**src/rtl/mcu_pkg.sv**
```systemverilog
// Shared encodings for the MCU bank sequencer and the mux array it drives:
// phase codes, CONV sub-phase codes and port-width helpers.
package mcu_pkg;

    typedef enum logic [1:0] {
        ST_LOAD = 2'd0,
        ST_CONV = 2'd1,
        ST_READ = 2'd2
    } mcu_state_e;

    typedef enum logic [1:0] {
        SUB_FILL   = 2'd0,
        SUB_STREAM = 2'd1,
        SUB_DRAIN  = 2'd2
    } mcu_sub_e;

    function automatic int state_w();
        return $clog2(3);
    endfunction

    function automatic int substate_w(input int n);
        return $clog2(n / 2 + 1) + 1;
    endfunction

    function automatic int sel_w(input int n);
        return $clog2(n + 2);
    endfunction

endpackage

```
**src/rtl/mcu_writeback_delay.sv**
```systemverilog
// Delay line of (valid, output row) pairs that lines up each CONV write-back
// with the cycle its result reaches the mux input.
module mcu_writeback_delay #(
    parameter int LATENCY = 3,
    parameter int ADDR_W  = 10
) (
    input  logic              i_clock,
    input  logic              i_reset,
    input  logic              i_valid,
    input  logic [ADDR_W-1:0] i_row,
    output logic              o_valid,
    output logic [ADDR_W-1:0] o_row
);

    logic [LATENCY-1:0] r_valid;
    logic [ADDR_W-1:0]  r_row [LATENCY];

    genvar gi;
    generate
        for (gi = 0; gi < LATENCY; gi++) begin : g_stage
            logic              w_valid_in;
            logic [ADDR_W-1:0] w_row_in;
            if (gi == 0) begin : g_head
                assign w_valid_in = i_valid;
                assign w_row_in   = i_row;
            end else begin : g_body
                assign w_valid_in = r_valid[gi-1];
                assign w_row_in   = r_row[gi-1];
            end
            always_ff @(posedge i_clock) begin
                if (!i_reset) begin
                    r_valid[gi] <= 1'b0;
                    r_row[gi]   <= '0;
                end else begin
                    r_valid[gi] <= w_valid_in;
                    r_row[gi]   <= w_row_in;
                end
            end
        end
    endgenerate

    assign o_valid = r_valid[LATENCY-1];
    assign o_row   = r_row[LATENCY-1];

endmodule

```
**src/rtl/mcu_bank_sequencer.sv**
```systemverilog
// Phase sequencer (LOAD -> CONV -> READ) for the MCU bank/convolution mux array.
// Optional frame counter output enabled by defining MCU_FRAME_CNT_EN.
module mcu_bank_sequencer
    import mcu_pkg::*;
#(
    parameter int N            = 2,
    parameter int BITS_IMAGEN  = 8,
    parameter int BITS_DATA    = 13,
    parameter int BITS_ADDR    = 10,
    parameter int IMAGE_HEIGHT = 16,
    parameter int CONV_LATENCY = 3
) (
    input  logic                     i_clock,
    input  logic                     i_reset,
    input  logic                     i_valid,
    output logic                     o_ready,
    input  logic                     i_outReady,
    output logic                     o_outValid,
    output logic [state_w()-1:0]     o_state,
    output logic [substate_w(N)-1:0] o_substate,
    output logic [sel_w(N)-1:0]      o_memSelect,
    output logic [N+1:0]             o_wrEnable,
    output logic [BITS_ADDR-1:0]     o_wrAddr,
    output logic [BITS_ADDR-1:0]     o_rdAddr,
    output logic                     o_done
`ifdef MCU_FRAME_CNT_EN
    ,
    output logic [15:0]              o_frameCount
`endif
);

    localparam int SEL_W = sel_w(N);
    localparam int SUB_W = substate_w(N);
    localparam int BANKS = N + 2;
    localparam logic [BITS_ADDR-1:0] LAST_ROW  = BITS_ADDR'(IMAGE_HEIGHT - 1);
    localparam logic [BITS_ADDR-1:0] LAST_OUT  = BITS_ADDR'(IMAGE_HEIGHT - 3);
    localparam logic [SEL_W-1:0]     LAST_BANK = SEL_W'(N + 1);
    localparam logic [SEL_W-1:0]     LAST_CONV = SEL_W'(N);
    localparam logic [BANKS-1:0]     CONV_MASK = {1'b0, {N{1'b1}}, 1'b0};

    // An unsupported parameter combination shows up as this block in the hierarchy.
    generate
        if (IMAGE_HEIGHT < 3 || CONV_LATENCY < 1 || (N % 2) != 0 || BITS_DATA < BITS_IMAGEN) begin : g_param_invalid
        end
    endgenerate

    mcu_state_e           r_state, w_state_next;
    mcu_sub_e             r_sub, w_sub_next;
    logic [BITS_ADDR-1:0] r_row, w_row_next;
    logic [SEL_W-1:0]     r_bank, w_bank_next;
    logic [BITS_ADDR-1:0] r_rd, w_rd_next;
    logic                 r_out_valid, w_out_valid_next;
    logic                 w_issue;
    logic [BITS_ADDR-1:0] w_issue_row;
    logic                 w_wb_valid;
    logic [BITS_ADDR-1:0] w_wb_row;

    mcu_writeback_delay #(
        .LATENCY (CONV_LATENCY),
        .ADDR_W  (BITS_ADDR)
    ) u_wb_delay (
        .i_clock (i_clock),
        .i_reset (i_reset),
        .i_valid (w_issue),
        .i_row   (w_issue_row),
        .o_valid (w_wb_valid),
        .o_row   (w_wb_row)
    );

    always_ff @(posedge i_clock) begin
        if (!i_reset) begin
            r_state     <= ST_LOAD;
            r_sub       <= SUB_FILL;
            r_row       <= '0;
            r_bank      <= '0;
            r_rd        <= '0;
            r_out_valid <= 1'b0;
        end else begin
            r_state     <= w_state_next;
            r_sub       <= w_sub_next;
            r_row       <= w_row_next;
            r_bank      <= w_bank_next;
            r_rd        <= w_rd_next;
            r_out_valid <= w_out_valid_next;
        end
    end

    always_comb begin
        w_state_next     = r_state;
        w_sub_next       = r_sub;
        w_row_next       = r_row;
        w_bank_next      = r_bank;
        w_rd_next        = r_rd;
        w_out_valid_next = 1'b0;
        w_issue          = 1'b0;
        w_issue_row      = r_rd - BITS_ADDR'(2);
        o_ready          = 1'b0;
        o_outValid       = 1'b0;
        o_substate       = '0;
        o_memSelect      = '0;
        o_wrEnable       = '0;
        o_wrAddr         = '0;
        o_rdAddr         = '0;
        o_done           = 1'b0;
        case (r_state)
            ST_LOAD: begin
                o_ready     = 1'b1;
                o_memSelect = r_bank;
                if (i_valid) begin
                    o_wrEnable = BANKS'(1) << r_bank;
                    o_wrAddr   = r_row;
                    if (r_row == LAST_ROW) begin
                        w_row_next = '0;
                        if (r_bank == LAST_BANK) begin
                            w_bank_next  = '0;
                            w_rd_next    = '0;
                            w_sub_next   = SUB_FILL;
                            w_state_next = ST_CONV;
                        end else begin
                            w_bank_next = r_bank + SEL_W'(1);
                        end
                    end else begin
                        w_row_next = r_row + BITS_ADDR'(1);
                    end
                end
            end
            ST_CONV: begin
                o_substate = SUB_W'(r_sub);
                o_rdAddr   = r_rd;
                if (r_sub != SUB_DRAIN) begin
                    // Row k's window is complete once row k+2 has been read.
                    w_issue = (r_rd >= BITS_ADDR'(2));
                    if (r_rd == LAST_ROW) begin
                        w_sub_next = SUB_DRAIN;
                    end else begin
                        w_rd_next = r_rd + BITS_ADDR'(1);
                        if (r_rd == BITS_ADDR'(1)) w_sub_next = SUB_STREAM;
                    end
                end
                if (w_wb_valid) begin
                    o_wrEnable = CONV_MASK;
                    o_wrAddr   = w_wb_row;
                    if (w_wb_row == LAST_OUT) begin
                        w_state_next = ST_READ;
                        w_sub_next   = SUB_FILL;
                        w_rd_next    = '0;
                        w_bank_next  = SEL_W'(1);
                    end
                end
            end
            ST_READ: begin
                o_memSelect = r_bank;
                o_rdAddr    = r_rd;
                o_outValid  = r_out_valid;
                // Each new address needs one cycle of bank read latency before valid.
                if (r_out_valid && i_outReady) begin
                    if (r_rd == LAST_OUT) begin
                        w_rd_next = '0;
                        if (r_bank == LAST_CONV) begin
                            o_done       = 1'b1;
                            w_bank_next  = '0;
                            w_state_next = ST_LOAD;
                        end else begin
                            w_bank_next = r_bank + SEL_W'(1);
                        end
                    end else begin
                        w_rd_next = r_rd + BITS_ADDR'(1);
                    end
                end else begin
                    w_out_valid_next = 1'b1;
                end
            end
            default: begin
                w_state_next = ST_LOAD;
            end
        endcase
    end

    assign o_state = state_w()'(r_state);

`ifdef MCU_FRAME_CNT_EN
    logic [15:0] r_frame_cnt;
    always_ff @(posedge i_clock) begin
        if (!i_reset) r_frame_cnt <= '0;
        else if (o_done) r_frame_cnt <= r_frame_cnt + 16'd1;
    end
    assign o_frameCount = r_frame_cnt;
`endif

endmodule

```
**config.mk**
```make
export PLATFORM = sky130hd
export DESIGN_NAME = mcu_bank_sequencer
export DESIGN_NICKNAME = d
export VERILOG_FILES = /design/src/rtl/mcu_pkg.sv /design/src/rtl/mcu_writeback_delay.sv /design/src/rtl/mcu_bank_sequencer.sv
export SDC_FILE = /design/constraint.sdc
export NUM_CORES = 1
export LEC_CHECK = 0
export CORE_MARGIN = 3
export CORE_UTILIZATION = 50
export CTS_CLUSTER_DIAMETER = 40
export DETAILED_ROUTE_END_ITERATION = 7
export GPL_TIMING_DRIVEN = 0
export HOLD_SLACK_MARGIN = 0.15
export PLACE_DENSITY = 0.8
export SLEW_MARGIN = 40
export SYNTH_ARGS = -nofsm -noshare
export SYNTH_HDL_FRONTEND = slang
export SYNTH_HIERARCHICAL = 1
export SYNTH_SLANG_ARGS = --single-unit
export TNS_END_PERCENT = 1
```
**constraint.sdc**
```tcl
create_clock -name i_clock -period 3.5 [get_ports i_clock]
set_clock_uncertainty 0.1 [all_clocks]
set_input_delay 0.7 -clock i_clock [delete_from_list [all_inputs] [get_ports i_clock]]
set_output_delay 0.7 -clock i_clock [all_outputs]
set_load 0.005 [all_outputs]
```
==> summary.json <==
{
  "htreeDepth": 3,
  "detailed_router_s_first_iteration_violation_count": 131,
  "routed_wl_um": 7310,
  "cts_root_buf": "clkbuf_8",
  "cts_tree": "built",
  "netlist-cell-type-count": 62,
  "final.period_utilization_pct": 99.3,
  "post-dp-hpwl_um": 5220,
  "crit_path_start": "r_rd[1]",
  "fraction_of_layout_cells_with_a_size_suffix_above_1_pct": 19.3,
  "cts_buffer_depth": 2,
  "cp_data_required_time_ns": 2.70,
  "global_route_wire_length_before_repair_um": 12200,
  "antenna_left": 0,
  "area.growth.synth_to_final_pct": 22.3,
  "postLayoutCoreUtil_pct": 65.4,
  "number_of_max_capacitance_violations_reported": 0,
  "initial_core_util_pct": 53.5,
  "fp.dieW_um": 84.1,
  "worst_slew_margin_rel_pct": 50.0,
  "vias_per_cell": 5.87,
  "crit_path_category": "register to primary output",
  "critPathCaptureType": "primary output",
  "worstPathMaxFanout": 6,
  "synth_edf_count": 0,
  "timing.rr.start": "r_rd[1]",
  "finalNetCount": 401,
  "r2r_setup_slack_ns": 0.60,
  "place.gp.congestion": 0.882,
  "slew_violations": 0,
  "fraction_of_registers_with_async_set_or_reset_after_synthesis_pct": 0,
  "synth-warning-count": 6,
  "clkTransAtPathRegs_ns": 0.07,
  "totalNegativeSetupSlack_ns": 0,
  "grt_pass1_vias": 2627,
  "time_the_final_worst_path_needs_with_i_o_delays_and_setup_ns": 3.48,
  "syn_inst": 336,
  "final.hold.worst_slack_ns": 0.343,
  "dr_total_vias": 2699,
  "antenna_cells_inserted": 0,
  "power_density_mw_per_mm2": 384,
  "setup.worst_path.end": "o_done",
  "syn_nets": 354,
  "grt_overflow_total": 0,
  "rsz0062_at_grt": "yes",
  "wire_per_inst_um": 15.9,
  "timing_worst_slew_pin_value_ns": 0.746,
  "post_synth_instance_area_mm2": 0.00305,
  "clock_insertion_delay_worst_skew_ns": 0.34,
  "cts_inserted_buffers": 9,
  "grt_util_all_layers_pct": 21.3,
  "report.final.setup_viol": 0,
  "fmax_mhz": 288,
  "top_level_ports": 37,
  "drt_pre_antenna_iters": 7,
  "timing.critical_path.from_type": "register",
  "seqCellArea_mm2": 0.00120,
  "seq_area_frac_synth_pct": 39.3,
  "synth.ff_latch_count": 60,
  "die_area_mm2": 0.00708,
  "numPortBuffers": 36,
  "outcome": "complete, no violations",
  "layout.filler_cells": 488,
  "total_power_mw": 1.43,
  "initial_antenna_violation_count": 0,
  "fp.coreArea_mm2": 0.00571,
  "peakVddDrop_mv": 0.216,
  "crit_path_arrival_time_ns": 2.68,
  "crit-reg2reg-capture": "r_rd[3]",
  "power.leakage_nw": 1.43,
  "worst-r2r-cell-count": 7,
  "clkSinkCount": 60,
  "synthesis.area_per_instance_um2": 9.09,
  "hold_vio_cnt_final": 0,
  "predominant_post_synthesis_flop_cell": "dfxtp_1",
  "die_height_um": 84.1,
  "cts_setup_buffers": 0,
  "hold_class": "register to register",
  "remaining_drc_errors": 0,
  "multi_input_area_mm2": 0.00171,
  "placementRows": 27,
  "grt_start_max_net_pins": 12
}
## cells by family after synthesis
family / share of synthesized area [%]
flip-flops: 39.3
AO/OA/AOI/OAI: 19.0
XOR/XNOR: 3.73
adder cells (fa/ha/maj): 5.74
buffers and inverters: 4.71
AND/OR/NAND/NOR: 27.5
## critical path: stages, from the launching register on
cell and delay, ns:
dfxtp_1 0.36, inv_2 0.12, ha_1 0.20, or3b_2 0.52, or4_4 0.53, nor2_1 0.10, clkdlybuf4s50_1 0.50
## sequential cells by signal (all words and copies together), names as in the netlist
name	cells
u_wb_delay/r_row	30
r_sub	2
r_row	10
o_state	2
u_wb_delay/g_stage.w_valid_in	2
u_wb_delay/o_valid	1
r_out_valid	1
r_bank	2
r_rd	10
## cell type report
cell class	count	area share, %
multi-input cells	243	45.8
flip-flops and latches	60	32.2
repair buffers	36	9.65
clock buffers	10	3.42
plain buffers	19	2.58
well taps	72	2.41
clock inverters	6	2.38
inverters	14	1.51
## what timing repair did
action | 4_1_cts | 5_1_grt
hold buffers | 0 | 0
endpoints found under the setup margin | 11 | 17
resized for setup | 2 | 9
## report_power, final
part	internal (mW)	switching, mW	total (mW)
combinational	0.0241	0.0266	0.0507
clock	0.401	0.277	0.677
sequential	0.700	0.00702	0.707
## per-layer routing
| metal | routed length [um] | vias to the layer above | track usage (%) |
|---|---|---|---|
| li1 | - | 1295 | - |
| met5 | 0 | - | 0 |
| met2 | 3510 | 111 | 35.2 |
| met4 | 129 | 0 | 9.21 |
| met3 | 510 | 12 | 5.00 |
| met1 | 3160 | 1281 | 26.4 |
## worst min path at each step
stage                                   to  slack [ns]                    from  cells past startpoint
floorplan           u_wb_delay/r_row[2][8]        0.32  u_wb_delay/r_row[1][8]                      1
CTS                 u_wb_delay/r_row[1][7]        0.34  u_wb_delay/r_row[0][7]                      1
global route        u_wb_delay/r_row[1][8]        0.36  u_wb_delay/r_row[0][8]                      1
detailed placement  u_wb_delay/r_row[1][7]        0.33  u_wb_delay/r_row[0][7]                      1
finish              u_wb_delay/r_row[1][7]        0.34  u_wb_delay/r_row[0][7]                      1
global placement    u_wb_delay/r_row[2][8]        0.32  u_wb_delay/r_row[1][8]                      1
## per-stage QoR
step           cells  worst slack (ns)  instance area (um2)
2_1_floorplan    336             0.958                 3050
3_3_place_gp     444           -0.0409                 3500
3_5_place_dp     444           -0.0796                 3500
4_1_cts          460          0.000636                 3720
5_1_grt          460           -0.0555                 3730
6_report         460            0.0244                 3730
## layout by cell type, fill, tap and decap left out, types with 3 or more instances in the layout
cell	netlist	routed
nand3_1	9	9
inv_1	13	12
a211oi_1	4	4
clkinvlp_4	0	3
o211ai_1	4	4
o311ai_0	3	3
a22o_1	9	9
nand2_1	27	27
o21ai_0	7	7
a221oi_1	3	3
ha_1	14	13
nor4_1	3	3
or4_4	3	3
nand4_1	3	3
and3_1	5	5
xor2_1	7	7
nor2_1	30	30
clkbuf_8	0	9
dfxtp_1	60	59
clkbuf_1	13	10
a31oi_1	4	4
clkdlybuf4s50_1	0	36
nor3_1	9	9
clkbuf_2	3	7
and2_2	33	33
a21oi_1	8	8
xnor2_1	6	6
and2_1	10	10
## Yosys cell counts, types with 3 or more instances
cell type,count,area [um2]
o311ai_0,3,26.3
o211ai_1,4,30.0
nor3_1,9,45.0
nor2_1,30,113
a211oi_1,4,30.0
dfxtp_1,60,1200
nand2_1,27,101
nor4_1,3,18.8
nand3_1,9,45.0
xnor2_1,6,52.6
a22o_1,9,78.8
and2_2,33,248
clkbuf_1,13,48.8
nand4_1,3,18.8
xor2_1,7,61.3
clkbuf_2,3,15.0
a21oi_1,8,40.0
and3_1,5,31.3
and2_1,10,62.6
inv_1,13,48.8
or4_4,3,33.8
a31oi_1,4,25.0
ha_1,14,175
o21ai_0,7,35.0
a221oi_1,3,26.3
(Power assumes the default switching activity.)
